==> src/rtl/blake2_pkg.sv <==
// Shared definitions for the BLAKE2 input front end: beat command codes,
// collector state encoding and the config byte slots.
package blake2_pkg;

    localparam logic [1:0] CMD_CONF  = 2'd0;
    localparam logic [1:0] CMD_START = 2'd1;
    localparam logic [1:0] CMD_DATA  = 2'd2;
    localparam logic [1:0] CMD_LAST  = 2'd3;

    typedef enum logic [1:0] {
        ST_IDLE = 2'd0,   // no message in progress
        ST_FILL = 2'd1,   // message in progress, block partially filled
        ST_HOLD = 2'd2    // completed block presented to the core
    } coll_state_t;

    localparam int CFG_KK  = 0;
    localparam int CFG_NN  = 1;
    localparam int CFG_LL  = 2;
    localparam int CFG_NUM = 3;

endpackage

==> src/rtl/blake2_cfg_capture.sv <==
// Captures the kk/nn/ll configuration bytes from successive CONF beats.
// The slot counter saturates after the third byte and is cleared by any
// accepted non-CONF beat, so the next CONF run starts again at kk.
module blake2_cfg_capture
    import blake2_pkg::*;
(
    input  logic       clk,
    input  logic       nreset,
    input  logic       conf_we,
    input  logic       cfg_clr,
    input  logic [7:0] conf_byte,
    output logic [7:0] kk,
    output logic [7:0] nn,
    output logic [7:0] ll
);

    logic [1:0] cnt_reg;
    logic [7:0] cfg_reg [CFG_NUM];

    // Slot counter: advance per CONF beat until saturated, clear on other beats
    always_ff @(posedge clk or negedge nreset) begin
        if (!nreset) begin
            cnt_reg <= 2'd0;
        end else if (conf_we) begin
            if (cnt_reg != 2'd3) begin
                cnt_reg <= cnt_reg + 2'd1;
            end
        end else if (cfg_clr) begin
            cnt_reg <= 2'd0;
        end
    end

    genvar gi;
    generate
        for (gi = 0; gi < CFG_NUM; gi++) begin : g_cfg
            // Config byte register: loaded when the counter points at this slot
            always_ff @(posedge clk or negedge nreset) begin
                if (!nreset) begin
                    cfg_reg[gi] <= 8'd0;
                end else if (conf_we && (cnt_reg == 2'(gi))) begin
                    cfg_reg[gi] <= conf_byte;
                end
            end
        end
    endgenerate

    assign kk = cfg_reg[CFG_KK];
    assign nn = cfg_reg[CFG_NN];
    assign ll = cfg_reg[CFG_LL];

endmodule

==> src/rtl/blake2_input_collector.sv <==
// BLAKE2 input collector: assembles a command-tagged beat stream into
// zero-padded compression blocks with first/last flags and byte offset t.
// Optional protocol error detection is built when BLAKE2_INPUT_ERR_EN is
// defined; otherwise err_o is tied low.
//
// Beats always land on IN_BYTES-aligned offsets (only a LAST beat can be
// short, and it closes the block), so the write position is tracked as a
// slot index and each buffer byte has a fixed input lane.
module blake2_input_collector
    import blake2_pkg::*;
#(
    parameter int BLOCK_BYTES = 64,
    parameter int IN_BYTES    = 1,
    parameter int CNT_W       = 64
) (
    input  logic                           clk,
    input  logic                           nreset,
    input  logic                           valid_i,
    output logic                           ready_o,
    input  logic [1:0]                     cmd_i,
    input  logic [8*IN_BYTES-1:0]          data_i,
    input  logic [$clog2(IN_BYTES+1)-1:0]  nbytes_i,
    output logic [7:0]                     kk_o,
    output logic [7:0]                     nn_o,
    output logic [7:0]                     ll_o,
    output logic                           block_v_o,
    input  logic                           block_ready_i,
    output logic [8*BLOCK_BYTES-1:0]       block_o,
    output logic                           block_first_o,
    output logic                           block_last_o,
    output logic [CNT_W-1:0]               block_t_o,
    output logic                           err_o
);

    localparam int NB_W      = $clog2(IN_BYTES + 1);
    localparam int NSLOT     = BLOCK_BYTES / IN_BYTES;
    localparam int SLOT_W    = $clog2(NSLOT + 1);
    localparam logic [SLOT_W-1:0] LAST_SLOT = SLOT_W'(NSLOT - 1);
    localparam logic [NB_W-1:0]   FULL_N    = NB_W'(IN_BYTES);

    coll_state_t       state_reg, state_next;
    logic [SLOT_W-1:0] slot_reg;
    logic [CNT_W-1:0]  t_reg;
    logic              first_reg;
    logic              last_reg;
    logic              ready_reg;
    logic [7:0]        buf_reg [BLOCK_BYTES];

    logic              accept;
    logic              handshake;
    logic              do_start;
    logic              do_write;
    logic              do_complete;
    logic              is_last;
    logic [NB_W-1:0]   wr_n;
    logic [NB_W-1:0]   n_last;
    logic [SLOT_W-1:0] wr_slot;

    assign accept    = valid_i & ready_reg;
    assign handshake = (state_reg == ST_HOLD) & block_ready_i;
    // An oversized LAST count is clamped so only real lanes are written
    assign n_last    = (nbytes_i > FULL_N) ? FULL_N : nbytes_i;
    // A message-opening beat always writes at slot 0
    assign wr_slot   = do_start ? '0 : slot_reg;

    // State register
    always_ff @(posedge clk or negedge nreset) begin
        if (!nreset) begin
            state_reg <= ST_IDLE;
        end else begin
            state_reg <= state_next;
        end
    end

    // Next-state logic
    always_comb begin
        state_next = state_reg;
        unique case (state_reg)
            ST_IDLE: begin
                if (do_complete) begin
                    state_next = ST_HOLD;
                end else if (do_start) begin
                    state_next = ST_FILL;
                end
            end
            ST_FILL: begin
                if (do_complete) begin
                    state_next = ST_HOLD;
                end
            end
            ST_HOLD: begin
                if (block_ready_i) begin
                    state_next = last_reg ? ST_IDLE : ST_FILL;
                end
            end
            default: state_next = ST_IDLE;
        endcase
    end

    // Beat decode: which accepted beats write, restart or close the block
    always_comb begin
        do_start    = 1'b0;
        do_write    = 1'b0;
        do_complete = 1'b0;
        is_last     = 1'b0;
        wr_n        = FULL_N;
        if (accept) begin
            unique case (cmd_i)
                CMD_START: begin
                    do_start    = 1'b1;
                    do_write    = 1'b1;
                    do_complete = (LAST_SLOT == '0);
                end
                CMD_DATA: begin
                    if (state_reg == ST_FILL) begin
                        do_write    = 1'b1;
                        do_complete = (slot_reg == LAST_SLOT);
                    end
                end
                CMD_LAST: begin
                    do_start    = (state_reg == ST_IDLE);
                    do_write    = 1'b1;
                    do_complete = 1'b1;
                    is_last     = 1'b1;
                    wr_n        = n_last;
                end
                default: ;
            endcase
        end
    end

    // Block control: write slot, running offset, flags and the ready bubble
    always_ff @(posedge clk or negedge nreset) begin
        if (!nreset) begin
            slot_reg  <= '0;
            t_reg     <= '0;
            first_reg <= 1'b0;
            last_reg  <= 1'b0;
            ready_reg <= 1'b1;
        end else begin
            // Held low through HOLD and for one cycle after the handshake
            ready_reg <= (state_reg != ST_HOLD) && (state_next != ST_HOLD);
            if (handshake) begin
                slot_reg  <= '0;
                first_reg <= 1'b0;
                last_reg  <= 1'b0;
            end else if (do_write) begin
                slot_reg <= wr_slot + SLOT_W'(1);
                if (do_start) begin
                    first_reg <= 1'b1;
                end
                if (do_complete) begin
                    last_reg <= is_last;
                end
            end
            if (do_write) begin
                t_reg <= (do_start ? '0 : t_reg) + CNT_W'(wr_n);
            end
        end
    end

    genvar gi;
    generate
        for (gi = 0; gi < BLOCK_BYTES; gi++) begin : g_byte
            localparam int LANE = gi % IN_BYTES;
            localparam int SLOT = gi / IN_BYTES;
            logic hit;
            assign hit = do_write && (wr_slot == SLOT_W'(SLOT)) && (wr_n > NB_W'(LANE));

            // Buffer byte: cleared on handshake or message start, else loaded from its lane
            always_ff @(posedge clk or negedge nreset) begin
                if (!nreset) begin
                    buf_reg[gi] <= 8'd0;
                end else if (handshake) begin
                    buf_reg[gi] <= 8'd0;
                end else if (hit) begin
                    buf_reg[gi] <= data_i[8*LANE +: 8];
                end else if (do_start) begin
                    buf_reg[gi] <= 8'd0;
                end
            end

            assign block_o[8*gi +: 8] = buf_reg[gi];
        end
    endgenerate

    blake2_cfg_capture u_cfg (
        .clk       (clk),
        .nreset    (nreset),
        .conf_we   (accept && (cmd_i == CMD_CONF)),
        .cfg_clr   (accept && (cmd_i != CMD_CONF)),
        .conf_byte (data_i[7:0]),
        .kk        (kk_o),
        .nn        (nn_o),
        .ll        (ll_o)
    );

`ifdef BLAKE2_INPUT_ERR_EN
    logic err_reg;
    logic err_hit;

    assign err_hit = ((cmd_i == CMD_DATA)  && (state_reg == ST_IDLE))
                  || ((cmd_i == CMD_START) && (state_reg == ST_FILL) && (slot_reg != '0))
                  || ((cmd_i == CMD_CONF)  && (state_reg != ST_IDLE))
                  || ((cmd_i == CMD_LAST)  && (nbytes_i > FULL_N))
                  || ((cmd_i == CMD_LAST)  && (nbytes_i == '0)
                      && (state_reg == ST_FILL) && (slot_reg == '0));

    // Sticky protocol error flag
    always_ff @(posedge clk or negedge nreset) begin
        if (!nreset) begin
            err_reg <= 1'b0;
        end else if (accept && err_hit) begin
            err_reg <= 1'b1;
        end
    end

    assign err_o = err_reg;
`else
    assign err_o = 1'b0;
`endif

    assign ready_o       = ready_reg;
    assign block_v_o     = (state_reg == ST_HOLD);
    assign block_first_o = first_reg;
    assign block_last_o  = last_reg;
    assign block_t_o     = t_reg;

endmodule
==> config.mk <==
export PLATFORM = sky130hd
export DESIGN_NAME = blake2_input_collector
export DESIGN_NICKNAME = d
export VERILOG_FILES = /design/src/rtl/blake2_pkg.sv /design/src/rtl/blake2_cfg_capture.sv /design/src/rtl/blake2_input_collector.sv
export SDC_FILE = /design/constraint.sdc
export NUM_CORES = 1
export LEC_CHECK = 0
export ABC_AREA = 1
export BUFFER_PORTS_ARGS = -buffer_cell sky130_fd_sc_hd__buf_4
export CORE_AREA = 2 2 243 245
export CTS_CLUSTER_SIZE = 14
export DETAILED_ROUTE_END_ITERATION = 10
export DIE_AREA = 0 0 245 247
export GPL_TIMING_DRIVEN = 0
export PLACE_DENSITY_LB_ADDON = 0.3
export SETUP_SLACK_MARGIN = 0.4
export SYNTH_ARGS = -nofsm -noshare
export SYNTH_HDL_FRONTEND = slang
export SYNTH_HIERARCHICAL = 1
export SYNTH_SLANG_ARGS = --single-unit
==> constraint.sdc <==
create_clock -name clk -period 7.8 [get_ports clk]
set_input_delay 1.56 -clock clk [delete_from_list [all_inputs] [get_ports clk]]
set_output_delay 1.56 -clock clk [all_outputs]
set_load 0.005 [all_outputs]
==> results_dict.tcl, run 1 <==
set metrics [dict create \
    run_status "complete, no violations" \
    internal_power_uw 5818 \
    worst_r2r_path_depth 15 \
    worst-path-max-fanout 10 \
    netlist.top_cell.by_area "sky130_fd_sc_hd__dfrtp_1" \
    grt_antenna_before_repair 1 \
    post-cts-setup-buffer-count 0 \
    cts.path.max_buffers 3 \
    pwr-share-seq 0.436 \
    synth.top_cell.area_share 0.6036 \
    worst_setup_sp "valid_i" \
    worst-slew-pin-transition_ns 0.9737 \
    worst_ep_arrival_time_ns 5.42 \
    setup_violations 0 \
    totalWireLength_mm 96.70 \
    initialDrtViolationCount 1951 \
    synthToLayoutAreaGrowth_pct 31.74 \
    post_route_cells_drive_above_1_share 0.2655 \
    largest_register_ff_count 512 \
    seqCellArea_sq_um 15370 \
    worst_setup_path_end_kind "register" \
    tritoncts.num_buffers 68 \
    io_buffer_count 618 \
    pwr-share-comb 0.151 \
    cells_after_synth 2656 \
    remaining_drc_errors 0 \
    cts_root_buf "sky130_fd_sc_hd__clkbuf_16" \
    top_achievable_clock_speed_mhz 201.4 \
    final_routed_wire_length_divided_by_cell_count_um 23.17 \
    dpl-instance-area_sq_um 31160 \
    multiInputGateArea_sq_um 8661 \
    timing.final.max_slew_violations 0 \
    chipWidth_um 245 \
    drtPass1Iterations 6 \
    std_cell_rows 89 \
    crit_path_start_kind "primary input" \
    place_ws_ns 2.209 \
    ctsResizeCount 0 \
    synthArstFlopShare 1.000 \
    final.fill_count 5081 \
    global_route_wire_length_before_repair_mm 141.6 \
    timing.setup.critical_path_class "in2reg" \
    finalWorstSetupSlack_ns 2.835 \
    regToRegEndpoint "block_o[133]$_DFFE_PN0P_" \
    htree_levels 3 \
    powerDensity_nw_per_um2 242.1 \
    post-place-cells 4052 \
    synth.avg_cell_area_sq_um 9.568 \
    rsz0062_at_grt "no" \
    layout.cell_area.non_filler_sq_um 33480 \
    vias 22990 \
    fin_skew_ns 0.02694 \
    grt_pass1_vias 21710 \
    fin_total_pwr_uw 8106 \
    clock_sink_count 614 \
    rr_startpoint "ready_o$_DFF_PN1_" \
    syn_nets 2681 \
    worst_case_vdd_ir_drop_mv 0.1787 \
    num_io_pins 620 \
    route.detailed.vias_per_inst 5.508 \
    synth.area.top_cells "sky130_fd_sc_hd__dfrtp_1 (60%), sky130_fd_sc_hd__nand3_1 (9.6%), sky130_fd_sc_hd__o21ai_1 (5.5%)" \
    initial_core_utilization 0.4364 \
    cap_violations 0 \
    crit_path_end "block_o[133]$_DFFE_PN0P_" \
    yosys.cell_count.top_type "sky130_fd_sc_hd__dfrtp_1" \
    finalHoldViolCount 0 \
    global_route_congestion_overflow_total 0 \
    coreArea_sq_um 58240 \
    synth.cells.most_frequent "sky130_fd_sc_hd__dfrtp_1 (613), sky130_fd_sc_hd__nand3_1 (490), sky130_fd_sc_hd__nand2_1 (365)" \
    cts_tree "done" \
    sw_frac_of_total 0.2822 \
    timing.final.crit_period_ns 4.965 \
    synth.yosys.warnings 6 \
    cts-hold-fix-buffers 0 \
    timing.reg2reg.setup_slack_ns 3.28 \
    cp.required_ns 8.26 \
    power.leakage_uw 0.01633 \
    final_weighted_congestion_in_routability_driven_placement 0.9602 \
    antenna_cells 0 \
    finish.net_count 3374 \
    die_height_um 247 \
    classification_of_the_worst_slack_hold_path "reg2reg" \
    mappedNetlistArea_sq_um 25410 \
    setup_total_negative_slack_ns 0 \
    clock_insertion_delay_worst_skew_ns 0.62 \
    clkTransAtPathRegs_ns 0.06 \
    yosys_most_used_dff "sky130_fd_sc_hd__dfrtp_1" \
    synth_seq_area_share 0.6046 \
    final_cell_count_no_fill 4174 \
    power.switching_uw 2288 \
    gr-usage-all-layers 0.3134 \
    sum_of_net_half_perimeters_after_detailed_placement_mm 69.37 \
    power.clock.fraction 0.413 \
    post_synthesis_cell_type_count 41 \
    max_slew_margin 0.3493 \
    grt_max_degree 122 \
    design.die.area_sq_um 60520 \
    post-route-period-util 0.6366 \
    synth_edf_count 0 \
    register_bit_count_reported_by_yosys 614 \
    route.antenna.remaining_nets 0 \
]
metal layers:
metal	part of all wire	track usage
met3	0.083	0.08563
met4	0.055	0.1600
met5	0	0
met2	0.46	0.4846
met1	0.40	0.4055
power groups by stage:
| stage | Clock, uW | Combinational [uW] | Sequential, uW |
|---|---|---|---|
| finish | 3350 | 1220 | 3540 |
| global route | 3530 | 1320 | 3560 |
| CTS | 3390 | 1230 | 3530 |
| detailed placement | 0 | 1220 | 3590 |
| global placement | 0 | 1200 | 3580 |
| floorplan | 0 | 522 | 3580 |
cell families after synthesis:
logic type / count (synthesis) / share of synthesized area
buffers and inverters: 314 / 0.05455
DFF: 614 / 0.6046
adders and majority gates: 10 / 0.004923
other: 1 / 0.0001476
and+or+nand+nor: 1106 / 0.2059
AOI/OAI and AO/OA: 568 / 0.1150
xor gates and xnor gates: 43 / 0.01482
worst min path at each step:
stage | from | end | slack (ns) | cells past startpoint
2_1_floorplan | block_o[160]$_DFFE_PN0P_ | block_o[160]$_DFFE_PN0P_ | 0.48 | 2
3_3_place_gp | block_o[317]$_DFFE_PN0P_ | block_o[317]$_DFFE_PN0P_ | 0.47 | 2
3_5_place_dp | u_cfg/nn[1]$_DFFE_PN0P_ | u_cfg/nn[1]$_DFFE_PN0P_ | 0.47 | 2
4_1_cts | u_cfg/nn[1]$_DFFE_PN0P_ | u_cfg/nn[1]$_DFFE_PN0P_ | 0.49 | 2
5_1_grt | u_cfg/nn[1]$_DFFE_PN0P_ | u_cfg/nn[1]$_DFFE_PN0P_ | 0.50 | 2
6_report | block_o[292]$_DFFE_PN0P_ | block_o[292]$_DFFE_PN0P_ | 0.48 | 2
area by class of cell:
class,count,share of cell area
Inverter,146,0.01644
Clock buffer,96,0.05938
Multi-Input combinational cell,1728,0.2587
Sequential cell,614,0.4590
Buffer,168,0.02496
Tap cell,773,0.02889
Clock inverter,26,0.009754
Timing Repair Buffer,623,0.1429
cell usage in the layout, fill, tap and decap left out, types with 7 or more instances in the layout:
| cell | n |
|---|---|
| sky130_fd_sc_hd__o21ai_1 | 280 |
| sky130_fd_sc_hd__nand4_1 | 17 |
| sky130_fd_sc_hd__nand2_4 | 11 |
| sky130_fd_sc_hd__o22ai_1 | 7 |
| sky130_fd_sc_hd__inv_2 | 13 |
| sky130_fd_sc_hd__nand2_2 | 22 |
| sky130_fd_sc_hd__clkinv_2 | 12 |
| sky130_fd_sc_hd__clkbuf_16 | 69 |
| sky130_fd_sc_hd__xor2_1 | 25 |
| sky130_fd_sc_hd__buf_6 | 16 |
| sky130_fd_sc_hd__clkbuf_8 | 16 |
| sky130_fd_sc_hd__nand2_1 | 365 |
| sky130_fd_sc_hd__nand3_1 | 490 |
| sky130_fd_sc_hd__inv_1 | 132 |
| sky130_fd_sc_hd__dfrtp_1 | 613 |
| sky130_fd_sc_hd__clkbuf_1 | 97 |
| sky130_fd_sc_hd__a21oi_2 | 7 |
| sky130_fd_sc_hd__buf_1 | 18 |
| sky130_fd_sc_hd__nor2_2 | 17 |
| sky130_fd_sc_hd__buf_2 | 41 |
| sky130_fd_sc_hd__buf_4 | 623 |
| sky130_fd_sc_hd__o21ai_0 | 256 |
| sky130_fd_sc_hd__xnor2_1 | 18 |
| sky130_fd_sc_hd__nor2_4 | 9 |
| sky130_fd_sc_hd__ha_1 | 10 |
| sky130_fd_sc_hd__nor2_1 | 134 |
| sky130_fd_sc_hd__nor3_1 | 18 |
| sky130_fd_sc_hd__o21ai_2 | 9 |
metrics by stage:
| stage | hold WS, ns | util |
|---|---|---|
| after floorplan | 0.4763 | - |
| after global placement | 0.4669 | 0.5326 |
| after detailed placement | 0.4714 | 0.5351 |
| after CTS | 0.4855 | 0.5749 |
| after global routing | 0.4997 | 0.5749 |
| final | 0.4819 | 0.5749 |
worst max-delay path, stage by stage:
cell and delay (ns):
sky130_fd_sc_hd__buf_4 0.08, sky130_fd_sc_hd__nand2_1 0.18, sky130_fd_sc_hd__nor2_2 0.22, sky130_fd_sc_hd__nand2_4 0.15, sky130_fd_sc_hd__inv_4 0.18, sky130_fd_sc_hd__buf_2 0.30, sky130_fd_sc_hd__buf_1 0.52, sky130_fd_sc_hd__nor2_1 0.16
sky130_fd_sc_hd__inv_1 0.12, sky130_fd_sc_hd__ha_1 0.19, sky130_fd_sc_hd__nand2_2 0.12, sky130_fd_sc_hd__nor3_2 0.69, sky130_fd_sc_hd__nand2_1 0.46, sky130_fd_sc_hd__buf_2 0.32, sky130_fd_sc_hd__nand3_1 0.08, sky130_fd_sc_hd__o21ai_1 0.07
Power figures use the tool's default switching activity.
==> run 2: changes to the inputs <==
CORE_AREA = 2 2 240 242   (was 2 2 243 245)
DIE_AREA = 0 0 242 244   (was 0 0 245 247)
clock period = 4.1 ns   (was 7.8 ns; I/O delays follow)
==> run 2 against run 1 <==
- power up 89%
- routed wire length down 0.63%
- worst setup slack worse by 2.2 ns
- first-iteration DRC count up 7.3%
- combinational power up 91%
- die area down 2.4%
- core utilization up 2.2 points
- sequential power up 91%
- critical endpoint is now block_o[132]$_DFFE_PN0P_
- largest cell class unchanged
- largest power group unchanged
==> results_dict.tcl, run 2 (same netlist as run 1, synthesis figures left out) <==
set metrics [dict create \
    run_status "complete, no violations" \
    utilization 0.5970 \
    timing.final.crit_period_ns 3.449 \
    cts_tree "done" \
    io_buffer_count 618 \
    gr-usage-all-layers 0.3191 \
    clock_sink_count 614 \
    worst-path-max-fanout 10 \
    post-route-period-util 0.8413 \
    coreArea_sq_um 56170 \
    htree_levels 3 \
    global_route_congestion_overflow_total 0 \
    clock_insertion_delay_worst_skew_ns 0.60 \
    cts_root_buf "sky130_fd_sc_hd__clkbuf_16" \
    grt_antenna_before_repair 1 \
    setup_violations 0 \
    max_slew_margin 0.3695 \
    grt_max_degree 122 \
    design.die.area_sq_um 59050 \
    final_routed_wire_length_divided_by_cell_count_um 23.08 \
    vias 23100 \
    layout.cell_area.non_filler_sq_um 33530 \
    dpl-instance-area_sq_um 31140 \
    tritoncts.num_buffers 66 \
    crit_path_start_kind "register" \
    chipWidth_um 242 \
    worst-slew-pin-transition_ns 0.9457 \
    power.leakage_uw 0.01635 \
    power.switching_uw 4294 \
    drtPass1Iterations 6 \
    final_weighted_congestion_in_routability_driven_placement 0.9418 \
    remaining_drc_errors 0 \
    hold_ws_ns 0.3125 \
    powerDensity_nw_per_um2 457.2 \
    worst_ep_arrival_time_ns 3.88 \
    global_route_wire_length_before_repair_mm 142.7 \
    cts-hold-fix-buffers 0 \
    cap_violations 0 \
    std_cell_rows 87 \
    seqCellArea_sq_um 15370 \
    pwr-share-comb 0.152 \
    initialDrtViolationCount 2093 \
    pwr-share-seq 0.440 \
    route.detailed.vias_per_inst 5.548 \
    classification_of_the_worst_slack_hold_path "in2async" \
    cts.path.max_buffers 3 \
    rsz0062_at_grt "no" \
    worst_case_vdd_ir_drop_mv 0.3299 \
    multiInputGateArea_sq_um 8697 \
    fin_skew_ns 0.01949 \
    sw_frac_of_total 0.2801 \
    largest_register_ff_count 512 \
    post_route_cells_drive_above_1_share 0.2686 \
    route.antenna.remaining_nets 0 \
    power.clock.fraction 0.408 \
    die_height_um 244 \
    num_io_pins 620 \
    antenna_cells 0 \
    totalWireLength_mm 96.10 \
    final.fill_count 4910 \
    timing.final.max_slew_violations 0 \
    cp.required_ns 4.53 \
    layout_commonest_cell "sky130_fd_sc_hd__buf_4" \
    final_cell_mix "sky130_fd_sc_hd__buf_4 (631), sky130_fd_sc_hd__dfrtp_1 (613), sky130_fd_sc_hd__nand3_1 (490)" \
    timing.setup.critical_path_class "reg2reg" \
    synthToLayoutAreaGrowth_pct 31.95 \
    internal_power_uw 11040 \
    finish.net_count 3380 \
    top_achievable_clock_speed_mhz 289.9 \
    finalHoldViolCount 0 \
    initial_core_utilization 0.4524 \
    grt_pass1_vias 22050 \
    sum_of_net_half_perimeters_after_detailed_placement_mm 69.11 \
    clkTransAtPathRegs_ns 0.06 \
    worst_setup_path_end_kind "register" \
]
==> run 2: worst max-delay path: stages, from the launching register on <==
cell	delay [ns]
sky130_fd_sc_hd__dfstp_2	0.53
sky130_fd_sc_hd__nand2_1	0.11
sky130_fd_sc_hd__nor2_2	0.17
sky130_fd_sc_hd__nand2_4	0.15
sky130_fd_sc_hd__inv_4	0.19
sky130_fd_sc_hd__clkbuf_4	0.26
sky130_fd_sc_hd__clkbuf_4	0.27
sky130_fd_sc_hd__nor2_1	0.11
sky130_fd_sc_hd__inv_1	0.10
sky130_fd_sc_hd__ha_1	0.19
sky130_fd_sc_hd__nand2_2	0.13
sky130_fd_sc_hd__nor3_4	0.24
sky130_fd_sc_hd__buf_4	0.19
sky130_fd_sc_hd__nand2_1	0.24
sky130_fd_sc_hd__buf_2	0.28
sky130_fd_sc_hd__nand3_1	0.08
sky130_fd_sc_hd__o21ai_1	0.07
==> run 2: path summary, 6_finish.rpt <==
path | startpoint | endpoint | slack [ns] | depth (start not counted)
max | ready_o$_DFF_PN1_ | block_o[132]$_DFFE_PN0P_ | 0.65 | 16
max reg2reg | ready_o$_DFF_PN1_ | block_o[132]$_DFFE_PN0P_ | 0.65 | 16
min | nreset | block_t_o[28]$_DFFE_PN0P_ | 0.31 | 1
min in group clk | block_ready_i | state_reg[1]$_DFF_PN0_ | 0.44 | 2
min reg2reg | block_o[62]$_DFFE_PN0P_ | block_o[62]$_DFFE_PN0P_ | 0.48 | 2
max in group asynchronous | nreset | block_o[484]$_DFFE_PN0P_ | 1.92 | 4
==> run 2: per-stage QoR <==
stage	setup WS [ns]	setup TNS [ns]	power (uW)	cells
after global routing	0.4101	0	15860	4163
after CTS	0.4239	0	15380	4157
after detailed placement	-0.5522	-36.64	9126	4035
after global placement	-4.632	-2819.01	9077	4030
final	0.6507	0	15330	4163
after floorplan	1.007	0	7806	2656
==> run 2: power groups by stage <==
stage	Sequential (uW)	Clock, uW	Combinational (uW)
after floorplan	6810	0	994
after global placement	6840	0	2240
after detailed placement	6840	0	2280
after CTS	6740	6330	2310
after global routing	6780	6570	2510
final	6750	6260	2330
==> run 2: final cells by class <==
type,instances,share of cell area
sequential,614,0.4582
multi-input combinational,1728,0.2594
timing repair buffer,631,0.1445
clock buffer,95,0.05854
tap,756,0.02821
buffer,168,0.02511
inverter,146,0.01642
clock inverter,25,0.009664
==> run 2: routing by layer <==
metal,up-vias,GRT usage,wire length (um)
li1,10380,-,-
met1,11400,0.4130,38010
met2,1086,0.5074,44830
met3,234,0.08132,8477
met4,0,0.1462,4771
met5,-,0,0
==> run 2: what timing repair did <==
action / CTS / global route
resized for setup: 3 / 9
setup endpoints to repair: 175 / 182
pin swaps: 1 / 4
buffers inserted: 2 / 6
